`src/rtl/add_seq_ctrl_pkg.sv`:
```
// Shared definitions for the sequential add/subtract controller: FSM states,
// slice width and the carry-lookahead helper used by the 8-bit slice adder.
package add_seq_ctrl_pkg;

    localparam int SLICE_W = 8;

    typedef enum logic [1:0] {
        ST_IDLE = 2'd0,
        ST_RUN  = 2'd1,
        ST_DONE = 2'd2
    } state_t;

    // Carry into bit (pos+1): sum of products of generate terms and the
    // input carry, each gated by every propagate above it (flat lookahead).
    function automatic logic cla_carry(
        input logic [SLICE_W-1:0] g,
        input logic [SLICE_W-1:0] p,
        input logic               cin,
        input int                 pos
    );
        logic c;
        logic prod;
        c = 1'b0;
        for (int j = -1; j <= pos; j++) begin
            prod = (j < 0) ? cin : g[j];
            for (int k = j + 1; k <= pos; k++) begin
                prod = prod & p[k];
            end
            c = c | prod;
        end
        return c;
    endfunction

endpackage

```
`src/rtl/add_seq_ctrl_cla.sv`:
```
// 8-bit carry-lookahead slice adder (cla_8_bit): purely combinational,
// every internal carry derived directly from generate/propagate terms.
module cla_8_bit
    import add_seq_ctrl_pkg::*;
(
    input  logic [SLICE_W-1:0] a_i,
    input  logic [SLICE_W-1:0] b_i,
    input  logic               cin_i,
    output logic [SLICE_W-1:0] s_o,
    output logic               cout_o
);

    logic [SLICE_W-1:0] g;
    logic [SLICE_W-1:0] p;
    logic [SLICE_W:0]   c;

    assign g    = a_i & b_i;
    assign p    = a_i ^ b_i;
    assign c[0] = cin_i;

    generate
        for (genvar gi = 0; gi < SLICE_W; gi++) begin : g_carry
            assign c[gi+1] = cla_carry(g, p, cin_i, gi);
            assign s_o[gi] = p[gi] ^ c[gi];
        end
    endgenerate

    assign cout_o = c[SLICE_W];

endmodule

```
`src/rtl/add_seq_ctrl.sv`:
```
// WIDTH-bit add/subtract sequencer: one 8-bit CLA slice per clock, LSB first.
// Define ADD_SEQ_OVF_EN to add the signed-overflow output out_ovf.
module add_seq_ctrl
    import add_seq_ctrl_pkg::*;
#(
    parameter int WIDTH = 32
) (
    input  logic             clock,
    input  logic             reset_n,
    input  logic             in_valid,
    output logic             in_ready,
    input  logic [WIDTH-1:0] in_a,
    input  logic [WIDTH-1:0] in_b,
    input  logic             in_sub,
    output logic             out_valid,
    input  logic             out_ready,
    output logic [WIDTH-1:0] out_sum,
    output logic             out_cout,
`ifdef ADD_SEQ_OVF_EN
    output logic             out_ovf,
`endif
    output logic             busy
);

    localparam int SLICES = WIDTH / SLICE_W;
    localparam int IDX_W  = (SLICES > 1) ? $clog2(SLICES) : 1;
    localparam logic [IDX_W-1:0] LAST_IDX = IDX_W'(SLICES - 1);

    state_t             state_q, state_d;
    logic [IDX_W-1:0]   idx_q, idx_d;
    logic               carry_q, carry_d;
    logic [WIDTH-1:0]   a_q, a_d;
    logic [WIDTH-1:0]   b_q, b_d;
    logic [WIDTH-1:0]   sum_q, sum_d;

    logic               accept;
    logic               run;
    logic               last_slice;
    logic [SLICE_W-1:0] a_slice;
    logic [SLICE_W-1:0] b_slice;
    logic [SLICE_W-1:0] s_slice;
    logic               cout_slice;

    logic [SLICE_W-1:0] a_parts [SLICES];
    logic [SLICE_W-1:0] b_parts [SLICES];

    // Slice views of the latched operands, selected by the running index.
    generate
        for (genvar gi = 0; gi < SLICES; gi++) begin : g_parts
            assign a_parts[gi] = a_q[gi*SLICE_W +: SLICE_W];
            assign b_parts[gi] = b_q[gi*SLICE_W +: SLICE_W];
        end
    endgenerate

    assign a_slice = a_parts[idx_q];
    assign b_slice = b_parts[idx_q];

    cla_8_bit u_cla (
        .a_i    (a_slice),
        .b_i    (b_slice),
        .cin_i  (carry_q),
        .s_o    (s_slice),
        .cout_o (cout_slice)
    );

    assign accept     = (state_q == ST_IDLE) && in_valid;
    assign run        = (state_q == ST_RUN);
    assign last_slice = run && (idx_q == LAST_IDX);

    always_comb begin
        state_d   = state_q;
        in_ready  = 1'b0;
        out_valid = 1'b0;
        busy      = 1'b1;
        unique case (state_q)
            ST_IDLE: begin
                in_ready = 1'b1;
                busy     = 1'b0;
                if (in_valid) begin
                    state_d = ST_RUN;
                end
            end
            ST_RUN: begin
                if (idx_q == LAST_IDX) begin
                    state_d = ST_DONE;
                end
            end
            ST_DONE: begin
                out_valid = 1'b1;
                if (out_ready) begin
                    state_d = ST_IDLE;
                end
            end
            default: begin
                state_d = ST_IDLE;
                busy    = 1'b0;
            end
        endcase
    end

    // Datapath next-state: operands are captured only on accept.
    always_comb begin
        a_d     = a_q;
        b_d     = b_q;
        carry_d = carry_q;
        idx_d   = idx_q;
        if (accept) begin
            a_d     = in_a;
            b_d     = in_b ^ {WIDTH{in_sub}};
            carry_d = in_sub;
            idx_d   = '0;
        end else if (run) begin
            carry_d = cout_slice;
            idx_d   = last_slice ? '0 : idx_q + 1'b1;
        end
    end

    generate
        for (genvar gi = 0; gi < SLICES; gi++) begin : g_sum
            always_comb begin
                sum_d[gi*SLICE_W +: SLICE_W] = sum_q[gi*SLICE_W +: SLICE_W];
                if (accept) begin
                    sum_d[gi*SLICE_W +: SLICE_W] = '0;
                end else if (run && (idx_q == IDX_W'(gi))) begin
                    sum_d[gi*SLICE_W +: SLICE_W] = s_slice;
                end
            end
        end
    endgenerate

    always_ff @(posedge clock or negedge reset_n) begin
        if (!reset_n) begin
            state_q <= ST_IDLE;
            idx_q   <= '0;
            carry_q <= 1'b0;
            a_q     <= '0;
            b_q     <= '0;
            sum_q   <= '0;
        end else begin
            state_q <= state_d;
            idx_q   <= idx_d;
            carry_q <= carry_d;
            a_q     <= a_d;
            b_q     <= b_d;
            sum_q   <= sum_d;
        end
    end

    assign out_sum  = sum_q;
    assign out_cout = carry_q;

`ifdef ADD_SEQ_OVF_EN
    logic ovf_q, ovf_d;
    logic c_msb;

    // Carry into the MSB recovered from the top bit's operands and sum.
    assign c_msb = a_slice[SLICE_W-1] ^ b_slice[SLICE_W-1] ^ s_slice[SLICE_W-1];

    always_comb begin
        ovf_d = ovf_q;
        if (accept) begin
            ovf_d = 1'b0;
        end else if (last_slice) begin
            ovf_d = c_msb ^ cout_slice;
        end
    end

    always_ff @(posedge clock or negedge reset_n) begin
        if (!reset_n) begin
            ovf_q <= 1'b0;
        end else begin
            ovf_q <= ovf_d;
        end
    end

    assign out_ovf = ovf_q;
`endif

endmodule

```
`config.mk`:
```
export PLATFORM = sky130hd
export DESIGN_NAME = add_seq_ctrl
export DESIGN_NICKNAME = d
export VERILOG_FILES = /design/src/rtl/add_seq_ctrl_pkg.sv /design/src/rtl/add_seq_ctrl_cla.sv /design/src/rtl/add_seq_ctrl.sv
export SDC_FILE = /design/constraint.sdc
export NUM_CORES = 1
export LEC_CHECK = 0
export BUFFER_PORTS_ARGS = -buffer_cell sky130_fd_sc_hd__buf_2
export CAP_MARGIN = 10
export CORE_ASPECT_RATIO = 0.9
export CORE_MARGIN = 3
export CORE_UTILIZATION = 37
export DETAILED_ROUTE_END_ITERATION = 10
export HOLD_SLACK_MARGIN = 0.1
export PLACE_DENSITY = 0.65
export SLEW_MARGIN = 20
export SYNTH_ARGS = -nofsm -noshare
export SYNTH_HDL_FRONTEND = slang
export SYNTH_SLANG_ARGS = --single-unit
```
`constraint.sdc`:
```
create_clock -name clock -period 6.4 [get_ports clock]
set_input_delay 0.64 -clock clock [delete_from_list [all_inputs] [get_ports clock]]
set_output_delay 0.64 -clock clock [all_outputs]
set_load 0.05 [all_outputs]
```
==> flow_summary_export.csv, run 1 <==
group,metric,value,unit
outcome,status,"complete, no violations",
yosys,yosysSeqAreaShare,49.6,%
floorplanning,io_pins,105,
worst_setup_path,crit_path_start,"idx_q[0]",
worst_setup_path,crit_fanout,19,
worst_setup_path,worstPathCellList,"mux4_2, ha_1, ha_1, o211ai_2, a21boi_2, or3b_1, o21ai_1",
yosys,synth_cells,518,
global_routing,antenna_found_initial,0,
finish,insertedDiodeCount,0,
worst_setup_path,cp.arrival,3400,ps
timing,worst_pin_slew,978,ps
floorplanning,die_h,117,microns
drt,wl_per_cell,16.3,microns
clock_network,tritoncts,"done",
worst_setup_path,cp-start-kind,"register",
drt,drcViolationCount,0,
yosys,synth_top_family_by_area,"simple AND/OR/NAND/NOR gates",
timing,maxSlewViolCount,0,
finish,area_growth,18.2,%
floorplanning,fp.dieW,130,microns
pwr,power.leakage,2.92,nW
finish,nFillCells,1306,
drt,totalWireLength,12700,microns
yosys,synth_compound_gate_area_share,13.3,%
clock_network,htree_num_levels,3,
global_routing,grt_max_degree,101,
yosys,synth.top_cell.area_share,49.6,%
timing,min_period,3140,ps
pwr,ir_drop,0.000240,V
clock_network,cts_setup_buffers,0,
pwr,p_total,0.00363,W
yosys,yosysWarnings,0,
worst_setup_path,crit_end,"out_sum[3]",
timing,skew,9.24,ps
place,gp_congestion,0.854,
yosys,muxShareOfSynthArea,7.90,%
worst_setup_path,required,6660,ps
global_routing,grt_overflow,0,
drt,firstDrtPassIters,5,
timing,finalHoldViolCount,0,
floorplanning,core_area,0.0134,sq mm
worst_setup_path,r2r_start,"idx_q[0]",
yosys,synth_area,0.00510,sq mm
yosys,synth-edff-count,0,
worst_setup_path,worstSetupPathType,"register to register",
yosys,synth_cell_types,46,
worst_setup_path,endpoint_kind,"register",
clock_network,clock_latency,350,ps
yosys,avgSynthCellArea,9.84,sq um
worst_setup_path,regToRegEndpoint,"out_sum[3]",
worst_setup_path,regToRegSetupSlack,3260,ps
clock_network,cts_sinks,101,
pwr,cellPowerDensity,602,mW/mm^2
worst_setup_path,slowest_delay,760,ps
finish,finalNetCount,690,
global_routing,grt_pass1_wl,20800,microns
drt,ant_nets,0,
yosys,synth-xor-area-share,5.67,%
timing,rsz0062_at_grt,"false",
drt,vias,4052,
yosys,yosysTopAreaCell,"dfrtp_1",
yosys,async_flop_share,100,%
yosys,ys_ff_latch,101,
run,drv_cap,0,
place,hpwl,9130,microns
yosys,synth-main-ff-cell,"dfrtp_1",
timing,max_freq,319,MHz
floorplanning,num_rows,40,
worst_setup_path,crit_top_cell,"ha_1",
yosys,synth_nets,604,
drt,drtIter0Drc,329,
floorplanning,die_area,0.0152,sq mm
clock_network,clk_pin_slew,70,ps
yosys,synth.top_cells.by_count,"nand2_1, dfrtp_1, o21ai_0",
yosys,yosysMostFrequentCell,"nand2_1",
drt,viasPerCell,5.22,
clock_network,max-clock-path-buffers,2,
clock_network,numCtsBuffers,9,
clock_network,root_buffer,"clkbuf_16",
finish,drive_gt1_share,25.2,%
yosys,synthTopCellsByArea,"dfrtp_1, nand2_1, mux4_2, xnor2_1, o21ai_0",
worst_hold_path,hold_class,"primary input to async pin",
timing,setup_violations,0,
place,port_buffers,104,
floorplanning,start_util,38.0,%
timing,setup_tns,0,ps
global_routing,grt_pass1_vias,4207,
timing,max_slew_margin,34.8,%
global_routing,groute.usage.overall,17.1,%
worst_setup_path,slowest_stage,"dfrtp_2",
worst_setup_path,reg2regPathDepth,7,
yosys,synth_fa_ha_area_share,4.32,%
timing,period_share,49.0,%
clock_network,cts_hold_buf,0,
yosys,synthSimpleGateAreaFrac,15.8,%
clock_network,cts-resized-gates,0,
[worst min-delay path by stage]
stage / start / endpoint / slack, ps / cells after the start
finish: reset_n / out_sum[27] / 150 / 1
global route: reset_n / out_sum[27] / 160 / 1
CTS: reset_n / out_sum[10] / 150 / 1
detailed placement: a_q[26] / a_q[26] / 460 / 2
global placement: b_q[19] / b_q[19] / 460 / 2
floorplan: reset_n / a_q[0] / 340 / 0
[layer usage]
layer,GRT usage [%],part of all wire [%],up-vias
li1,-,-,1939
met1,23.0,44,1933
met2,27.4,48,158
met3,4.74,6.0,22
met4,4.29,1.6,0
met5,0,0,-
[metrics by stage]
stage                     hold slack, ps  instances  area (sq um)  util (%)  setup slack, ps
final                                153        776          6030      44.9             3260
after global routing                 159        776          6030      44.9             2970
after CTS                            146        776          6020      44.9             2850
after floorplan                      344        518          5100         -             3650
after global placement               458        761          5720      42.6             3010
after detailed placement             461        761          5720      42.6             2880
[critical path: cells and delay by family, from the launching register on]
| kind | cells | cell delay, ps |
|---|---|---|
| fa+ha+maj | 2 | 520 |
| mux | 1 | 610 |
| compound gates | 3 | 700 |
| flops | 1 | 760 |
| simple gates | 1 | 450 |
[cells by family after synthesis]
group                      Yosys count
xor gates and xnor gates            33
muxes                               20
DFF                                101
buffers and inverters               43
adders and majority gates           17
and+or+nand+nor                    199
AOI/OAI and AO/OA                  105
[where the power goes]
part           switching (W)  internal, W
clock network       0.000247     0.000317
logic                0.00128     0.000655
registers           0.000199     0.000929
[state kept, by name, summed over array words and instances, names as in the netlist]
| signal | count |
|---|---|
| out_cout | 1 |
| b_q | 32 |
| a_q | 32 |
| idx_q | 2 |
| out_sum | 32 |
| state_q | 2 |
[cells in the final DEF, fill, tap and decap left out, drive strengths merged, types with 2 or more instances in the layout]
cell / instances
o31ai: 4
mux2i: 2
a21oi: 25
buf: 106
inv: 15
nand2b: 2
nor2: 23
nand2: 154
ha: 16
o2111a: 4
nand3b: 2
nand3: 2
and2: 2
mux4: 16
a211o: 2
xnor2: 32
nor3: 4
dfrtp: 101
nor4: 8
o211ai: 5
o21ai: 47
a211oi: 4
a2111oi: 5
mux2: 2
clkbuf: 10
[final cells by class]
type	instances	area (sq um)	share of cell area, %
clock buffer	10	239	3.97
clock inverter	5	66.3	1.10
inverter	12	45.0	0.747
multi-input combinational	374	2400	39.8
sequential	101	2530	42.0
tap	168	210	3.49
timing repair buffer	106	542	8.99
No activity file was read; power rests on OpenSTA's default activity.
==> inputs of run 2 (changes only) <==
ABC_AREA = 1   (was unset)
clock period = 2.9 ns   (was 6.4 ns; I/O delays follow)
==> run 2 against run 1 <==
Effect of this change: design area fell by 0.60%; routed wire length is 1.7% lower; critical path type unchanged; register-to-register slack worse by 3000 ps; critical path depth is 5 higher; final cell count up 11%; worst setup slack worse by 3000 ps; global-route usage up 0.15 points; first-iteration DRC count down 1.8%; core utilization grew 1.0 points; synthesized area is 0.74% lower; sequential share of layout area rose by 0.23 points; via count up 5.5%.
==> flow_summary_export.csv, run 2 <==
group,metric,value,unit
outcome,status,"complete, no violations",
timing,setup_tns,0,ps
timing,period_share,90.6,%
place,hpwl,9230,microns
worst_setup_path,endpoint_kind,"register",
yosys,synth-main-ff-cell,"dfrtp_1",
floorplanning,die_area,0.0151,sq mm
worst_hold_path,min_to,"a_q[31]",
yosys,synth.top_cell.area_share,49.9,%
worst_setup_path,required,3110,ps
worst_setup_path,regToRegSetupSlack,270,ps
timing,rsz0062_at_grt,"false",
worst_hold_path,hold_class,"primary input to register",
worst_setup_path,crit_path_start,"idx_q[1]",
yosys,synth_fa_ha_area_share,4.35,%
worst_setup_path,regToRegEndpoint,"out_sum[28]",
worst_setup_path,crit_fanout,21,
timing,finalHoldViolCount,0,
timing,maxSlewViolCount,0,
floorplanning,io_pins,105,
worst_hold_path,worst_hold_startpoint,"in_a[31]",
worst_setup_path,cp.arrival,2840,ps
worst_setup_path,cp-start-kind,"register",
worst_setup_path,worstSetupPathType,"register to register",
yosys,synth.top_cells.by_count,"nand2_1, dfrtp_1, o21ai_0",
run,drv_cap,0,
place,dpl_cell_area,0.00568,sq mm
clock_network,tritoncts,"done",
yosys,yosysTopAreaCell,"dfrtp_1",
timing,max_freq,380,MHz
timing,worst_pin_slew,869,ps
timing,min_period,2630,ps
clock_network,root_buffer,"clkbuf_16",
clock_network,max-clock-path-buffers,2,
clock_network,htree_num_levels,3,
yosys,synthTopCellsByArea,"dfrtp_1, nand2_1, o21ai_0, xnor2_1, ha_1",
clock_network,clock_latency,340,ps
finish,layout_commonest_cell,"nand2_1",
yosys,muxShareOfSynthArea,0,%
global_routing,grt_pass1_wl,20600,microns
yosys,yosysMostFrequentCell,"nand2_1",
yosys,synth-edff-count,0,
yosys,ys_ff_latch,101,
drt,drtIter0Drc,323,
global_routing,grt_max_degree,65,
place,gp_congestion,0.857,
yosys,synth_cells,604,
yosys,synth_cell_types,28,
drt,vias,4276,
drt,firstDrtPassIters,5,
timing,skew,9.72,ps
floorplanning,die_h,117,microns
floorplanning,num_rows,39,
floorplanning,core_area,0.0130,sq mm
yosys,synth_area,0.00506,sq mm
finish,final_area,0.00599,sq mm
finish,nFillCells,1288,
worst_hold_path,whs_path_depth,3,
clock_network,numCtsBuffers,9,
finish,drive_gt1_share,20.5,%
yosys,synth_nets,690,
yosys,synth-xor-area-share,5.71,%
global_routing,antenna_found_initial,0,
global_routing,grt_overflow,0,
worst_setup_path,r2r_start,"idx_q[1]",
finish,mostFrequentLayoutCells,"nand2_1, buf_2, dfrtp_1",
timing,max_slew_margin,42.0,%
floorplanning,fp.dieW,129,microns
yosys,avgSynthCellArea,8.38,sq um
finish,finalNetCount,777,
yosys,synthSimpleGateAreaFrac,22.6,%
finish,insertedDiodeCount,0,
timing,setup_violations,0,
clock_network,cts_setup_buffers,0,
clock_network,clk_pin_slew,70,ps
clock_network,cts_sinks,101,
yosys,synth_compound_gate_area_share,11.8,%
yosys,async_flop_share,100,%
drt,wl_per_cell,14.5,microns
yosys,yosysSeqAreaShare,49.9,%
worst_setup_path,reg2regPathDepth,12,
floorplanning,start_util,38.8,%
drt,viasPerCell,4.97,
global_routing,groute.usage.overall,17.3,%
finish,area_growth,18.4,%
place,port_buffers,104,
drt,totalWireLength,12500,microns
yosys,synth_top_family_by_area,"simple AND/OR/NAND/NOR gates",
global_routing,grt_pass1_vias,4134,
yosys,yosysWarnings,0,
drt,ant_nets,0,
drt,drcViolationCount,0,
## run 2: cell count changes after synthesis, sizes merged, moves of 5 or more
cell,previous run,this run
nand2,154,204
o21ai,47,91
a21oi,25,6
nand3,2,20
mux4,16,0
inv,12,27
nor2,23,37
o22ai,1,14
nand4,0,11
nor4,8,0
a2111oi,5,0
o211ai,5,0
## run 2: worst max path at each step
stage	slack, ps	endpoint
2_1_floorplan	470	out_sum[30]
3_3_place_gp	160	out_sum[4]
3_5_place_dp	50	out_sum[28]
4_1_cts	40	out_sum[28]
5_1_grt	10	out_cout
6_report	270	out_sum[28]
## run 2: final cells by class
class | count | area, sq um | share of cell area [%]
repair buffers | 112 | 598 | 9.98
flip-flops and latches | 101 | 2530 | 42.2
clock inverters | 5 | 58.8 | 0.982
inverters | 28 | 109 | 1.82
clock buffers | 11 | 233 | 3.88
multi-input cells | 439 | 2260 | 37.7
well taps | 164 | 205 | 3.43
## run 2: layer usage
| layer | GRT usage [%] | vias up | routed length [microns] |
|---|---|---|---|
| met3 | 3.40 | 18 | 702 |
| met5 | 0 | - | 0 |
| li1 | - | 2127 | - |
| met2 | 26.3 | 137 | 5400 |
| met4 | 5.67 | 0 | 248 |
| met1 | 24.9 | 1994 | 6110 |
## run 2: cell families (layout without fill, tap and decap cells)
logic type	after synthesis	after routing
adder cells (fa/ha/maj)	17	17
AND/OR/NAND/NOR	275	275
AO/OA/AOI/OAI	114	114
flip-flops	101	101
buffers and inverters	64	156
XOR/XNOR	33	33
## run 2: critical path, cell delays in order (launching register included)
cell,delay (ps)
dfrtp_1,400
clkinvlp_4,300
a32oi_1,360
ha_1,280
ha_1,200
nand2_2,90
nand3b_2,110
nand2_2,90
nand2_2,50
nand2_2,60
nand2_2,60
o21ai_1,340
o21ai_0,150
## run 2: metrics by stage
stage / cells / setup slack [ps] / util, % / hold slack, ps
5_1_grt: 860 / 10.6 / 46.0 / 138
6_report: 860 / 271 / 46.0 / 136
4_1_cts: 860 / 41.6 / 45.9 / 129
2_1_floorplan: 604 / 474 / - / -5.59
3_5_place_dp: 843 / 53.9 / 43.6 / 416
3_3_place_gp: 843 / 163 / 43.6 / 408
## run 2: timing repair
action	in CTS	in global routing
endpoints found under the setup margin	0	13
gates resized for setup	0	4
endpoints found under the hold margin	58	0
hold buffers	1	0
Power of run 2 is not shown: default switching activity piles up to over one toggle a cycle in this logic, so the estimate is an artifact.
